**src/rtl/imem_loader.sv**
```systemverilog
// Instruction-memory loader: packs a little-endian byte stream into 32-bit words and
// writes them to instruction memory while holding the CPU in stall.
module imem_loader #(
    parameter int N  = 2048,
    parameter int LW = 12
) (
    input  logic          i_clk,
    input  logic          i_reset,
    input  logic          i_load_start,
    input  logic [LW-1:0] i_load_len,
    input  logic          i_abort,
    input  logic          i_byte_valid,
    input  logic [7:0]    i_byte_data,
    output logic          o_byte_ready,
    output logic          o_imem_we,
    output logic [31:0]   o_imem_waddr,
    output logic [31:0]   o_imem_wdata,
    output logic          o_cpu_stall,
    output logic          o_load_done,
    output logic          o_load_err
);

    typedef enum logic [1:0] {
        S_IDLE  = 2'd0,
        S_RECV  = 2'd1,
        S_WRITE = 2'd2,
        S_DONE  = 2'd3
    } state_t;

    localparam logic [LW:0] C_DEPTH = (LW+1)'(N);

    state_t        r_state;
    state_t        w_state_nxt;
    logic [LW-1:0] r_len;
    logic [LW-1:0] r_word_idx;
    logic [1:0]    r_byte_idx;
    logic [31:0]   r_word;
    logic          r_err;

    logic          w_len_ok;
    logic          w_byte_xfer;
    logic [LW-1:0] w_word_idx_inc;
    logic          w_last_word;

    // Places one byte into its little-endian lane of the word being assembled.
    function automatic logic [31:0] f_pack_byte(
        input logic [31:0] word,
        input logic [1:0]  idx,
        input logic [7:0]  data
    );
        logic [31:0] res;
        res = word;
        case (idx)
            2'd0:    res[7:0]   = data;
            2'd1:    res[15:8]  = data;
            2'd2:    res[23:16] = data;
            2'd3:    res[31:24] = data;
            default: res        = word;
        endcase
        return res;
    endfunction

    assign w_len_ok       = (i_load_len != {LW{1'b0}}) && ({1'b0, i_load_len} <= C_DEPTH);
    assign w_byte_xfer    = (r_state == S_RECV) && i_byte_valid;
    assign w_word_idx_inc = r_word_idx + {{(LW-1){1'b0}}, 1'b1};
    assign w_last_word    = (w_word_idx_inc == r_len);

    // State register.
    always_ff @(posedge i_clk) begin
        if (i_reset) begin
            r_state <= S_IDLE;
        end else begin
            r_state <= w_state_nxt;
        end
    end

    // Next-state logic; abort outranks byte transfers and the write.
    always_comb begin
        w_state_nxt = r_state;
        case (r_state)
            S_IDLE: begin
                if (i_load_start && w_len_ok) begin
                    w_state_nxt = S_RECV;
                end else begin
                    w_state_nxt = S_IDLE;
                end
            end
            S_RECV: begin
                if (i_abort) begin
                    w_state_nxt = S_IDLE;
                end else if (w_byte_xfer && (r_byte_idx == 2'd3)) begin
                    w_state_nxt = S_WRITE;
                end else begin
                    w_state_nxt = S_RECV;
                end
            end
            S_WRITE: begin
                if (i_abort) begin
                    w_state_nxt = S_IDLE;
                end else if (w_last_word) begin
                    w_state_nxt = S_DONE;
                end else begin
                    w_state_nxt = S_RECV;
                end
            end
            S_DONE: begin
                w_state_nxt = S_IDLE;
            end
            default: begin
                w_state_nxt = S_IDLE;
            end
        endcase
    end

    // Datapath: length latch, word/byte indices, word assembly and sticky error.
    always_ff @(posedge i_clk) begin
        if (i_reset) begin
            r_len      <= {LW{1'b0}};
            r_word_idx <= {LW{1'b0}};
            r_byte_idx <= 2'd0;
            r_word     <= 32'd0;
            r_err      <= 1'b0;
        end else begin
            case (r_state)
                S_IDLE: begin
                    if (i_load_start) begin
                        if (w_len_ok) begin
                            r_err      <= 1'b0;
                            r_len      <= i_load_len;
                            r_word_idx <= {LW{1'b0}};
                            r_byte_idx <= 2'd0;
                        end else begin
                            r_err <= 1'b1;
                        end
                    end
                end
                S_RECV: begin
                    if (i_abort) begin
                        r_err      <= 1'b1;
                        r_byte_idx <= 2'd0;
                    end else if (w_byte_xfer) begin
                        r_word     <= f_pack_byte(r_word, r_byte_idx, i_byte_data);
                        r_byte_idx <= r_byte_idx + 2'd1;
                    end
                end
                S_WRITE: begin
                    if (i_abort) begin
                        r_err <= 1'b1;
                    end else if (!w_last_word) begin
                        r_word_idx <= w_word_idx_inc;
                    end
                end
                S_DONE: begin
                    r_err <= r_err;
                end
                default: begin
                    r_err <= r_err;
                end
            endcase
        end
    end

    // The write strobe is gated by abort so an abort in WRITE suppresses that cycle's write.
    assign o_byte_ready = (r_state == S_RECV);
    assign o_imem_we    = (r_state == S_WRITE) && !i_abort;
    assign o_imem_waddr = {{(30-LW){1'b0}}, r_word_idx, 2'b00};
    assign o_imem_wdata = r_word;
    assign o_cpu_stall  = (r_state != S_IDLE);
    assign o_load_done  = (r_state == S_DONE);
    assign o_load_err   = r_err;

endmodule

```
**config.mk**
```make
export PLATFORM = sky130hd
export DESIGN_NAME = imem_loader
export DESIGN_NICKNAME = d
export VERILOG_FILES = /design/src/rtl/imem_loader.sv
export SDC_FILE = /design/constraint.sdc
export NUM_CORES = 1
export LEC_CHECK = 0
export BUFFER_PORTS_ARGS = -buffer_cell sky130_fd_sc_hd__buf_2
export CAP_MARGIN = 25
export CORE_MARGIN = 8
export CORE_UTILIZATION = 45
export CTS_CLUSTER_DIAMETER = 200
export DETAILED_ROUTE_END_ITERATION = 10
export PLACE_DENSITY_LB_ADDON = 0.12
export SLEW_MARGIN = 0
export SYNTH_ARGS = -nofsm -noshare
export SYNTH_HDL_FRONTEND = slang
export SYNTH_SLANG_ARGS = --single-unit
```
**constraint.sdc**
```tcl
create_clock -name i_clk -period 2.5 [get_ports i_clk]
set_input_delay 0.25 -clock i_clk [delete_from_list [all_inputs] [get_ports i_clk]]
set_output_delay 0.25 -clock i_clk [all_outputs]
set_load 0.005 [all_outputs]
```
# ---- Yosys cells after proc, flatten, opt, wreduce, memory -nomap -nowiden
# Cells that the tools add are included.
dict set report classes {
  add_sub_neg 2
  magnitude_cmp 1
  eq_ne 13
  muxes 20
  bitwise_logic 2
  reduce_logical 21
}
# operator n
set ops {}
lappend ops {{$mux 12} 4}
lappend ops {{$pmux 12 s2} 1}
lappend ops {{$reduce_and 4->1} 5}
lappend ops {{$mux 2} 8}
lappend ops {{$add 12x1->12 const B} 1}
lappend ops {{$eq 12x12->1} 1}
lappend ops {{$le 12x12->1 const B} 1}
lappend ops {{$reduce_bool 12->1} 1}
lappend ops {{$eq 2x2->1 const B} 4}
lappend ops {{$ne 2x2->1 const B} 4}
lappend ops {{$pmux 2 s4} 1}
lappend ops {{$reduce_and 3->1} 2}
lappend ops {{$reduce_bool 2->1} 3}
lappend ops {{$logic_and 1x1->1} 5}
lappend ops {{$reduce_and 5->1} 1}
lappend ops {{$eq 2x1->1 const B} 2}
lappend ops {{$logic_not 2->1} 2}
lappend ops {{$mux 1} 4}
lappend ops {{$pmux 2 s2} 1}
lappend ops {{$ne 3x2->1 const B} 1}
lappend ops {{$add 2x1->2 const B} 1}
lappend ops {{$ne 2x1->1 const B} 1}
lappend ops {{$not 1->1} 2}
lappend ops {{$pmux 1 s2} 1}
lappend ops {{2 further kinds} 2}
dict set report word_totals {
  register_bits 61
  input_bits 25
  out_inout_bits 69
}

# ---- Longest topological paths before layout
# Gate-level depths: netlist of run 1.
dict set report logic_depth {
  word_depth 6
  mapped_depth 10
  ltp_nobuf 8
}

# ---- Worst setup path after synthesis of run 1
# OpenSTA, ideal clock, no wires.
dict set report synth_timing {
  kind {register to register}
  start {reg r_word_idx[0]}
  end {reg r_word_idx[10]}
  arrival_ps 2363
  t_required_ps 2407
  setup_slack_ps 44
  path_stages_with_launch 11
  n_path_buf 2
  path_cell_list {dfxtp_1 > ha_1 > nand3_1 > buf_2 > or3_1 > a221oi_1 > and4b_4 > a21o_1 > buf_6 > nand2_2 > o311ai_2}
}
dict set report synth_via {
  elab_chain_len 4
}
# element line
set synth_lines {}
lappend synth_lines {{start, declared} 35} ;# logic [LW-1:0] r_word_idx;
lappend synth_lines {{start signal, assigned} 119} ;# r_word_idx <= {LW{1'b0}};
lappend synth_lines {{start signal, assigned} 130} ;# r_word_idx <= {LW{1'b0}};
lappend synth_lines {{start signal, assigned} 150} ;# r_word_idx <= w_word_idx_inc;
lappend synth_lines {{$add 12x1->12 (*)} 65} ;# assign w_word_idx_inc = r_word_idx + {{(LW-1){1'b0}}, 1'b1};
lappend synth_lines {{$eq 12x12->1 or $mux 12 (tied branches)} {66, 149}}
lappend synth_lines {{$ne 2x2->1 (no source line) or $mux 12 (tied branches)} n/a}
lappend synth_lines {{$reduce_and 5->1 (no source line) or $pmux 12 s2 (tied branches)} n/a}
# Every way passes the cells marked *; elsewhere a longest branch is shown, timed or not. The select of a mux whose other input is x is not followed.
# A chain may end at the register's enable or synchronous reset.

# ---- Final worst setup path of run 1
dict set report layout_timing {
  start {reg r_word_idx[2]}
  end {reg r_word_idx[8]}
}
# Same word-level chain as after synthesis.

==> results of run 1 <==
state kept, by name, indices dropped and copies added, names as in the netlist:
name / count
r_word_idx: 12
o_load_err: 1
r_state: 2
r_len: 12
r_byte_idx: 2
o_imem_wdata: 32
power breakdown:
part,total [W],switching (W),internal [W]
logic,0.000164,0.000100,0.0000636
registers,0.000995,0.00000977,0.000985
clock network,0.000966,0.000384,0.000581
metal layers:
metal / wire length (um) / track usage (%) / vias up / part of all wire [%]
li1: - / - / 1436 / -
met1: 4020 / 22.9 / 1379 / 46
met2: 4000 / 26.6 / 93 / 46
met3: 616 / 5.40 / 13 / 7.0
met4: 103 / 6.05 / 0 / 1.2
met5: 0 / 0 / - / 0
metrics by stage:
stage / instances / worst slack (ns) / setup TNS (ns) / power [W] / hold WS [ns]
3_5_place_dp: 548 / -0.0331 / -0.0524 / 0.00118 / 0.446
2_1_floorplan: 402 / 0.0441 / 0 / 0.00114 / 0.386
3_3_place_gp: 548 / 0.0169 / 0 / 0.00117 / 0.440
4_1_cts: 563 / 0.0397 / 0 / 0.00213 / 0.149
5_1_grt: 563 / -0.00164 / -0.00164 / 0.00220 / 0.166
6_report: 563 / 0.0937 / 0 / 0.00212 / 0.158
layout by cell type, fill, tap and decap left out, types with 2 or more instances in the layout:
cell        n
nand2_1    77
buf_2      73
dfxtp_1    61
a21oi_1    42
nor2_1     23
conb_1     20
mux2i_1    17
buf_4      17
inv_1      10
clkbuf_8   10
nand3_1     9
ha_1        9
xnor2_1     8
nand4_1     7
or3_1       7
nor3_1      5
xor2_1      5
and3_1      5
o21ai_0     4
a32oi_1     4
nand2_2     3
o31ai_1     3
nor2b_1     3
nand3_2     2
or4_1       2
a211oi_1    2
o32ai_1     2
or4_4       2
nand2b_1    2
o21ai_1     2
bufinv_16   2
worst paths after layout:
| kind | depth (start not counted) | start | endpoint |
|---|---|---|---|
| worst min register to register | 2 | o_imem_wdata[7]$_SDFFE_PP0P_ | o_imem_wdata[7]$_SDFFE_PP0P_ |
| worst min-delay path | 3 | i_load_len[9] | r_len[9]$_SDFFE_PP0P_ |
| worst max-delay path | 8 | r_word_idx[2]$_SDFFE_PP0P_ | r_word_idx[8]$_SDFFE_PP0P_ |
| worst max register to register | 8 | r_word_idx[2]$_SDFFE_PP0P_ | r_word_idx[8]$_SDFFE_PP0P_ |
cell type report:
type,count,area [um2],area share [%]
Inverter,10,37.5,0.975
Clock inverter,4,72.6,1.88
Multi-Input combinational cell,290,1750,45.3
Tap cell,96,120,3.12
Sequential cell,61,1220,31.7
Timing Repair Buffer,91,513,13.3
Clock buffer,11,141,3.67
cell families after synthesis:
logic type      share of synthesized area [%]
simple gates                             23.3
compound gates                           15.7
flops                                    38.6
buf+inv                                  9.34
mux                                      5.74
xor+xnor                                 3.60
fa+ha+maj                                3.56
other cells                             0.119
critical path: stages, from the launching register on:
cell      delay, ns
dfxtp_1        0.48
nand3_2        0.21
or2_1          0.31
o41ai_2        0.41
and4b_4        0.34
a211oi_4       0.08
buf_4          0.19
a31oi_1        0.17
o31ai_1        0.09
==> results.py, run 1 <==
metrics = {
    "synthesis": {
        "synth_async_sr_flop_share_pct": 0,
        "postSynthCellCount": 383,
        "post_synth.cell_area_avg_um2": 8.26,
        "synth_top_area_cell": "dfxtp_1",
        "synth-seq-cells": 61,
        "post_synth_most_frequent_cells": "77 x nand2_1, 61 x dfxtp_1, 42 x a21oi_1",
        "number_of_warnings_printed_during_yosys_synthesis": 0,
        "synthMostInstantiatedCell": "nand2_1",
        "number_of_enable_type_register_cells_in_the_synthesized_netlist": 0,
        "primary_flip_flop_cell_chosen_by_synthesis_mapping": "dfxtp_1",
        "synth.lib_cells_used.distinct": 55,
        "synth_largest_type_area_fraction_pct": 38.6,
        "ys_seq_area_share_pct": 38.6,
        "netlist_area_um2": 3160,
        "synth.area.top_cells": "dfxtp_1 39%, nand2_1 9.1%, a21oi_1 6.6%, buf_4 5.7%, mux2i_1 5.4%",
    },
    "power": {
        "power.ir.vdd_worst_mv": 0.440,
        "power.static_leakage_nw": 1.67,
        "power_per_cell_area_nw_per_um2": 552,
    },
    "timing": {
        "fmaxAchievable_mhz": 416,
        "min_period_over_period_pct": 96.3,
        "timing.final.hold_violations": 0,
        "transition_at_the_pin_with_the_smallest_max_transition_slack_ns": 0.542,
        "slew_viol_final": 0,
        "finalSetupViolCount": 0,
        "fin_worst_skew_ns": 0.00501,
        "timing.max_slew.rel_slack_pct": 63.7,
        "finalWorstPathRequiredPeriod_ns": 2.41,
    },
    "finish": {
        "fillerInstances": 655,
        "design_area_um2": 3850,
        "net_total_in_the_final_layout": 497,
        "areaGrowthSynthToFinish_pct": 21.8,
        "antenna-diode-count": 0,
        "drive_above_1_share_pct": 26.6,
        "finish.utilization_pct": 56.7,
    },
    "clocking": {
        "count_of_buffers_added_by_post_cts_timing_repair_for_setup": 0,
        "post_cts_resize_count": 1,
        "postCtsHoldBufs": 0,
        "cts_inserted_buffers": 9,
        "clockRootBuffer": "clkbuf_8",
        "htree_num_levels": 3,
        "insertion_delay_ns": 0.34,
        "clock_path_buffers": 2,
        "cts_sinks": 61,
        "clk_transition_reported_paths_ns": 0.07,
        "clock_tree_from_tritoncts": "done",
    },
    "grt": {
        "globalRouteTotalUtil_pct": 17.5,
        "global_route.overflow_total": 0,
        "grt_pass1_wl_um": 13900,
        "largest_net_degree_at_the_start_of_global_routing": 37,
        "number_of_global_route_vias_before_repair": 2772,
        "antenna_found_initial": 0,
    },
    "routing": {
        "drc_errors": 0,
        "detailedRoute.firstPassIterationCount": 4,
        "routed-via-count": 2921,
        "via_per_inst": 5.19,
        "wl_per_cell_um": 15.5,
        "dr.first_iter.drc_count": 153,
        "postRouteWirelength_um": 8740,
        "drtAntennaViolNets": 0,
    },
    "floorplan": {
        "pin_count": 94,
        "fp.coreArea_um2": 6790,
        "die_area_um2": 9970,
        "die_w_um": 99.8,
        "initial_core_util_pct": 46.6,
        "fp-row-count": 30,
        "floorplan.die.height_um": 99.8,
    },
    "setup_path": {
        "cp_max_fanout": 8,
        "end_kind": "flop",
        "worst-endpoint-required_ns": 2.71,
        "critPathLaunchType": "flop",
        "crit_type": "flop to flop",
        "rrSetupSlack_ns": 0.09,
        "critPathArrivalTime_ns": 2.62,
    },
    "placed_design": {
        "place.detailed.hpwl_um": 6550,
        "placed_area_um2": 3610,
        "buffer_ports.inserted": 73,
        "global_placement_routability_congestion": 0.897,
    },
    "job": {
        "max-cap-violations": 0,
    },
    "min_path": {
        "kind_of_path_behind_the_tightest_hold_check": "primary input to flop",
    },
    "run_status": {
        "result_of_the_run": "finished, final reports clean",
    },
}
Note: power is estimated with default switching activity, not from simulation.
==> inputs of run 2 (changes only) <==
--- a/config.mk
+++ b/config.mk
@@ -11,6 +11,7 @@
 export CORE_UTILIZATION = 45
 export CTS_CLUSTER_DIAMETER = 200
 export DETAILED_ROUTE_END_ITERATION = 10
+export MAX_ROUTING_LAYER = met4
 export PLACE_DENSITY_LB_ADDON = 0.12
 export SLEW_MARGIN = 0
 export SYNTH_ARGS = -nofsm -noshare
==> run 2 against run 1 <==
Total power hardly changed. Maximum frequency rose by 0.56%. Register-to-register slack barely moved. Flip-flop and latch count is the same. Largest power group unchanged. Critical endpoint unchanged. Via count fell by 0.14%. Largest cell class unchanged. Clock power barely moved. Hold slack about the same. Sequential power hardly changed. Final cell count unchanged.
==> results.py, run 2 (synthesis gave the netlist of run 1 again) <==
metrics = {
    "clocking": {
        "cts_inserted_buffers": 9,
        "clock_path_buffers": 2,
        "clockRootBuffer": "clkbuf_8",
        "insertion_delay_ns": 0.34,
        "htree_num_levels": 3,
        "cts_sinks": 61,
        "clk_transition_reported_paths_ns": 0.07,
        "clock_tree_from_tritoncts": "done",
    },
    "run_status": {
        "result_of_the_run": "finished, final reports clean",
    },
    "placed_design": {
        "dp.cells": 548,
        "global_placement_routability_congestion": 0.912,
        "place_ws_ns": -0.0331,
        "place.detailed.hpwl_um": 6550,
        "buffer_ports.inserted": 73,
        "placed_area_um2": 3610,
    },
    "power": {
        "power.share.clock_pct": 45.5,
        "internal_power_w": 0.00163,
        "comb_power_share_pct": 7.7,
        "p_total_w": 0.00212,
        "share_of_power_burned_in_registers_pct": 46.8,
        "power_per_cell_area_nw_per_um2": 552,
        "power.ir.vdd_worst_mv": 0.442,
        "power.static_leakage_nw": 1.67,
        "power_switching_w": 0.000495,
        "switching_share_pct": 23.3,
    },
    "grt": {
        "antenna_found_initial": 0,
        "global_route.overflow_total": 0,
        "largest_net_degree_at_the_start_of_global_routing": 37,
        "grt_pass1_wl_um": 13900,
        "globalRouteTotalUtil_pct": 18.0,
        "number_of_global_route_vias_before_repair": 2775,
    },
    "setup_path": {
        "cp_max_fanout": 8,
        "critPathLaunchType": "flop",
        "end_kind": "flop",
        "crit_type": "flop to flop",
        "worst-endpoint-required_ns": 2.71,
        "critPathArrivalTime_ns": 2.60,
    },
    "floorplan": {
        "fp.coreArea_um2": 6790,
        "pin_count": 94,
        "die_area_um2": 9970,
        "die_w_um": 99.8,
        "floorplan.die.height_um": 99.8,
        "initial_core_util_pct": 46.6,
        "fp-row-count": 30,
    },
    "timing": {
        "finalSetupViolCount": 0,
        "transition_at_the_pin_with_the_smallest_max_transition_slack_ns": 0.544,
        "finalWorstPathRequiredPeriod_ns": 2.39,
        "slew_viol_final": 0,
        "timing.final.hold_violations": 0,
        "fmaxAchievable_mhz": 418,
        "timing.max_slew.rel_slack_pct": 63.6,
        "fin_worst_skew_ns": 0.00369,
        "hold_slack_ns": 0.158,
        "fin_ws_ns": 0.107,
        "min_period_over_period_pct": 95.7,
    },
    "finish": {
        "largest_register_ffs": 32,
        "antenna-diode-count": 0,
        "areaGrowthSynthToFinish_pct": 21.8,
        "final_cell_mix": "77 x nand2_1, 73 x buf_2, 61 x dfxtp_1",
        "mostFrequentLayoutCell": "nand2_1",
        "layout.cells.non_filler": 563,
        "fillerInstances": 655,
        "net_total_in_the_final_layout": 497,
        "design_area_um2": 3850,
        "drive_above_1_share_pct": 26.6,
    },
    "routing": {
        "routed-via-count": 2917,
        "wl_per_cell_um": 15.6,
        "drc_errors": 0,
        "via_per_inst": 5.18,
        "postRouteWirelength_um": 8770,
        "detailedRoute.firstPassIterationCount": 4,
        "drtAntennaViolNets": 0,
        "dr.first_iter.drc_count": 168,
    },
    "job": {
        "max-cap-violations": 0,
    },
    "min_path": {
        "kind_of_path_behind_the_tightest_hold_check": "primary input to flop",
    },
}
-- run 2: timing repair --
action,4_1_cts,5_1_grt
setup endpoints to repair,4,12
cloned,0,0
pin swaps,0,0
resized for setup,1,5
setup buffers,0,0
hold buffers,0,0
-- run 2: stage by stage --
stage                TNS, ns  utilization [%]
floorplan                  0                -
global placement           0             53.1
detailed placement   -0.0524             53.1
CTS                        0             56.3
global route        -0.00181             56.7
finish                     0             56.7
-- run 2: worst max-delay path: stages, from the launching register on --
cell	delay, ns
dfxtp_1	0.48
nand3_2	0.21
or2_1	0.31
o41ai_2	0.40
and4b_4	0.34
a211oi_4	0.08
buf_4	0.19
a31oi_1	0.17
o31ai_1	0.09
-- run 2: cell type report --
cell class                 instances  area, um2  area share (%)
clock inverter                     4       72.6            1.88
sequential                        61       1220            31.7
inverter                          10       37.5           0.975
timing repair buffer              91        513            13.3
tap                               96        120            3.12
clock buffer                      11        141            3.67
multi-input combinational        290       1750            45.3
-- run 2: worst paths after layout --
path / startpoint / endpoint / slack [ns] / cells after the start
hold / removal: i_load_len[9] / r_len[9]$_SDFFE_PP0P_ / 0.16 / 3
setup / recovery: r_word_idx[2]$_SDFFE_PP0P_ / r_word_idx[8]$_SDFFE_PP0P_ / 0.11 / 8
hold reg to reg: o_imem_wdata[7]$_SDFFE_PP0P_ / o_imem_wdata[7]$_SDFFE_PP0P_ / 0.45 / 2
setup reg to reg: r_word_idx[2]$_SDFFE_PP0P_ / r_word_idx[8]$_SDFFE_PP0P_ / 0.11 / 8
-- run 2: power by group through the flow --
stage,clock network [W],logic [W],registers [W]
finish,0.000966,0.000164,0.000995
global route,0.00102,0.000179,0.000996
global placement,0,0.000158,0.00102
CTS,0.000978,0.000159,0.000995
detailed placement,0,0.000159,0.00102
floorplan,0,0.000121,0.00102
-- run 2: per-layer routing --
| metal | vias up | track usage, % | wire length, um |
|---|---|---|---|
| li1 | 1439 | - | - |
| met1 | 1365 | 23.3 | 4040 |
| met2 | 100 | 26.6 | 4010 |
| met3 | 13 | 4.08 | 587 |
| met4 | 0 | 7.10 | 133 |
| met5 | - | - | 0 |
==> inputs of run 3 (changes only) <==
==> constraint.sdc (replaced) <==
create_clock -name i_clk -period 2.5 [get_ports i_clk]
set_input_delay 0.5 -clock i_clk [delete_from_list [all_inputs] [get_ports i_clk]]
set_output_delay 0.5 -clock i_clk [all_outputs]
set_load 0.005 [all_outputs]
==> run 3 against run 2 <==
Clock skew grew 0.0018 ns. Wire length is essentially flat. Register-to-register slack lost 0.02 ns. Combinational power grew 5%. Design area grew 1.2%. Total power shrank 9.3%. Clock power shrank 21%. Critical path type unchanged. Critical endpoint is now r_word_idx[3]$_SDFFE_PP0P_.
==> results.py, run 3 (synthesis gave the netlist of run 1 again) <==
metrics = {
    "floorplan": {
        "die_w_um": 99.8,
        "fp.coreArea_um2": 6790,
        "fp-row-count": 30,
        "die_area_um2": 9970,
        "initial_core_util_pct": 46.6,
        "floorplan.die.height_um": 99.8,
        "pin_count": 94,
    },
    "setup_path": {
        "critPathLaunchType": "flop",
        "worst-endpoint-required_ns": 2.73,
        "critical_path.reg2reg.startpoint": "r_word_idx[0]$_SDFFE_PP0P_",
        "cp_max_fanout": 6,
        "cp.buffers_inverters": 1,
        "timing.critical_path.slowest_cell_delay_ns": 0.55,
        "end_kind": "flop",
        "rrSetupSlack_ns": 0.09,
        "crit_type": "flop to flop",
        "cp_slowest_cell": "or4_1",
        "critPathTopFamily": "simple AND/OR/NAND/NOR gates",
        "critPathArrivalTime_ns": 2.65,
        "timing.critical_path.cells": "ha_2, nand3_2, or4_1, nand4_1, and4b_4, a21o_1, buf_4, a32o_1, a22o_1",
        "setup.worst_path.start": "r_word_idx[0]$_SDFFE_PP0P_",
    },
    "power": {
        "internal_power_w": 0.00141,
        "power.share.clock_pct": 39.4,
        "power_switching_w": 0.000513,
        "switching_share_pct": 26.6,
        "power.static_leakage_nw": 1.71,
        "power.ir.vdd_worst_mv": 0.295,
        "comb_power_share_pct": 9.0,
        "p_total_w": 0.00193,
        "power_per_cell_area_nw_per_um2": 495,
        "share_of_power_burned_in_registers_pct": 51.6,
    },
    "finish": {
        "largest_register_ffs": 32,
        "net_total_in_the_final_layout": 511,
        "multi_input_comb_area_um2": 1730,
        "layout.cells.non_filler": 578,
        "mostFrequentLayoutCell": "nand2_1",
        "areaGrowthSynthToFinish_pct": 23.2,
        "regArea_um2": 1220,
        "finish.utilization_pct": 57.4,
        "final_cell_mix": "77 x nand2_1, 73 x buf_2, 61 x dfxtp_1",
        "fillerInstances": 649,
        "antenna-diode-count": 0,
        "drive_above_1_share_pct": 28.8,
    },
    "min_path": {
        "hold_path.startpoint": "i_load_len[2]",
        "kind_of_path_behind_the_tightest_hold_check": "primary input to flop",
    },
    "clocking": {
        "clock_tree_from_tritoncts": "done",
        "clock_path_buffers": 2,
        "count_of_buffers_added_by_post_cts_timing_repair_for_setup": 0,
        "htree_num_levels": 3,
        "insertion_delay_ns": 0.34,
        "cts_sinks": 61,
        "post_cts_resize_count": 0,
        "clk_transition_reported_paths_ns": 0.07,
        "cts_inserted_buffers": 9,
        "postCtsHoldBufs": 0,
        "clockRootBuffer": "clkbuf_8",
    },
    "routing": {
        "routed-via-count": 2933,
        "wl_per_cell_um": 15.2,
        "postRouteWirelength_um": 8780,
        "via_per_inst": 5.07,
        "detailedRoute.firstPassIterationCount": 4,
        "drtAntennaViolNets": 0,
        "dr.first_iter.drc_count": 198,
        "drc_errors": 0,
    },
    "grt": {
        "number_of_global_route_vias_before_repair": 2689,
        "globalRouteTotalUtil_pct": 17.7,
        "grt_pass1_wl_um": 13600,
        "antenna_found_initial": 0,
        "largest_net_degree_at_the_start_of_global_routing": 37,
        "global_route.overflow_total": 0,
    },
    "placed_design": {
        "global_placement_routability_congestion": 0.928,
        "place_ws_ns": -0.124,
        "buffer_ports.inserted": 73,
        "dp.cells": 562,
        "place.detailed.hpwl_um": 6660,
    },
    "timing": {
        "fmaxAchievable_mhz": 415,
        "hold_slack_ns": 0.413,
        "finalWorstPathRequiredPeriod_ns": 2.41,
        "fin_ws_ns": 0.0888,
        "min_period_over_period_pct": 96.4,
        "timing.max_slew.rel_slack_pct": 66.8,
        "rsz0062_at_grt": "yes",
        "transition_at_the_pin_with_the_smallest_max_transition_slack_ns": 0.496,
        "finalSetupViolCount": 0,
        "fin_worst_skew_ns": 0.00546,
        "timing.final.hold_violations": 0,
        "slew_viol_final": 0,
    },
    "run_status": {
        "result_of_the_run": "finished, final reports clean",
    },
    "job": {
        "max-cap-violations": 0,
    },
}
## run 3: cell types whose count changed in the layout (fill, tap and decap cells not counted), sizes merged
cell / before / now
buf: 91 / 105
bufinv: 2 / 0
clkinv: 1 / 5
clkbuf: 11 / 10
## run 3: per-layer routing
metal | share of wire, % | up-vias | global-route usage (%)
met4 | 1.2 | 0 | 7.10
met3 | 6.1 | 8 | 4.01
li1 | - | 1471 | -
met1 | 47 | 1361 | 23.0
met5 | 0 | - | -
met2 | 45 | 93 | 26.1
## run 3: worst min-delay path, stage by stage
cell and delay (ns):
buf_2 0.08, mux2i_1 0.06, nor2_1 0.07
## run 3: area by class of cell
cell class                      count  area share [%]
Clock inverter                      6            1.03
Sequential cell                    61            31.3
Multi-Input combinational cell    290            44.5
Timing Repair Buffer              105            15.9
Inverter                           10           0.963
Clock buffer                       10            3.27
Tap cell                           96            3.08
## run 3: power groups by stage
stage	sequential, W	combinational [W]	clock [W]
after floorplan	0.00102	0.000121	0
final	0.000994	0.000173	0.000759
after global placement	0.00102	0.000168	0
after detailed placement	0.00102	0.000170	0
after CTS	0.000994	0.000171	0.000782
after global routing	0.000996	0.000190	0.000829
## run 3: final timing paths
kind	end	depth (start not counted)
setup / recovery	r_word_idx[3]$_SDFFE_PP0P_	9
setup reg to reg	r_word_idx[3]$_SDFFE_PP0P_	9
hold / removal	r_len[2]$_SDFFE_PP0P_	3
hold reg to reg	o_imem_wdata[11]$_SDFFE_PP0P_	2
## run 3: per-stage QoR
step | TNS [ns] | area [um2]
after floorplan | 0 | 3230
after global placement | -0.792 | 3710
after detailed placement | -1.45 | 3710
after CTS | 0 | 3880
after global routing | -0.0289 | 3900
final | 0 | 3900
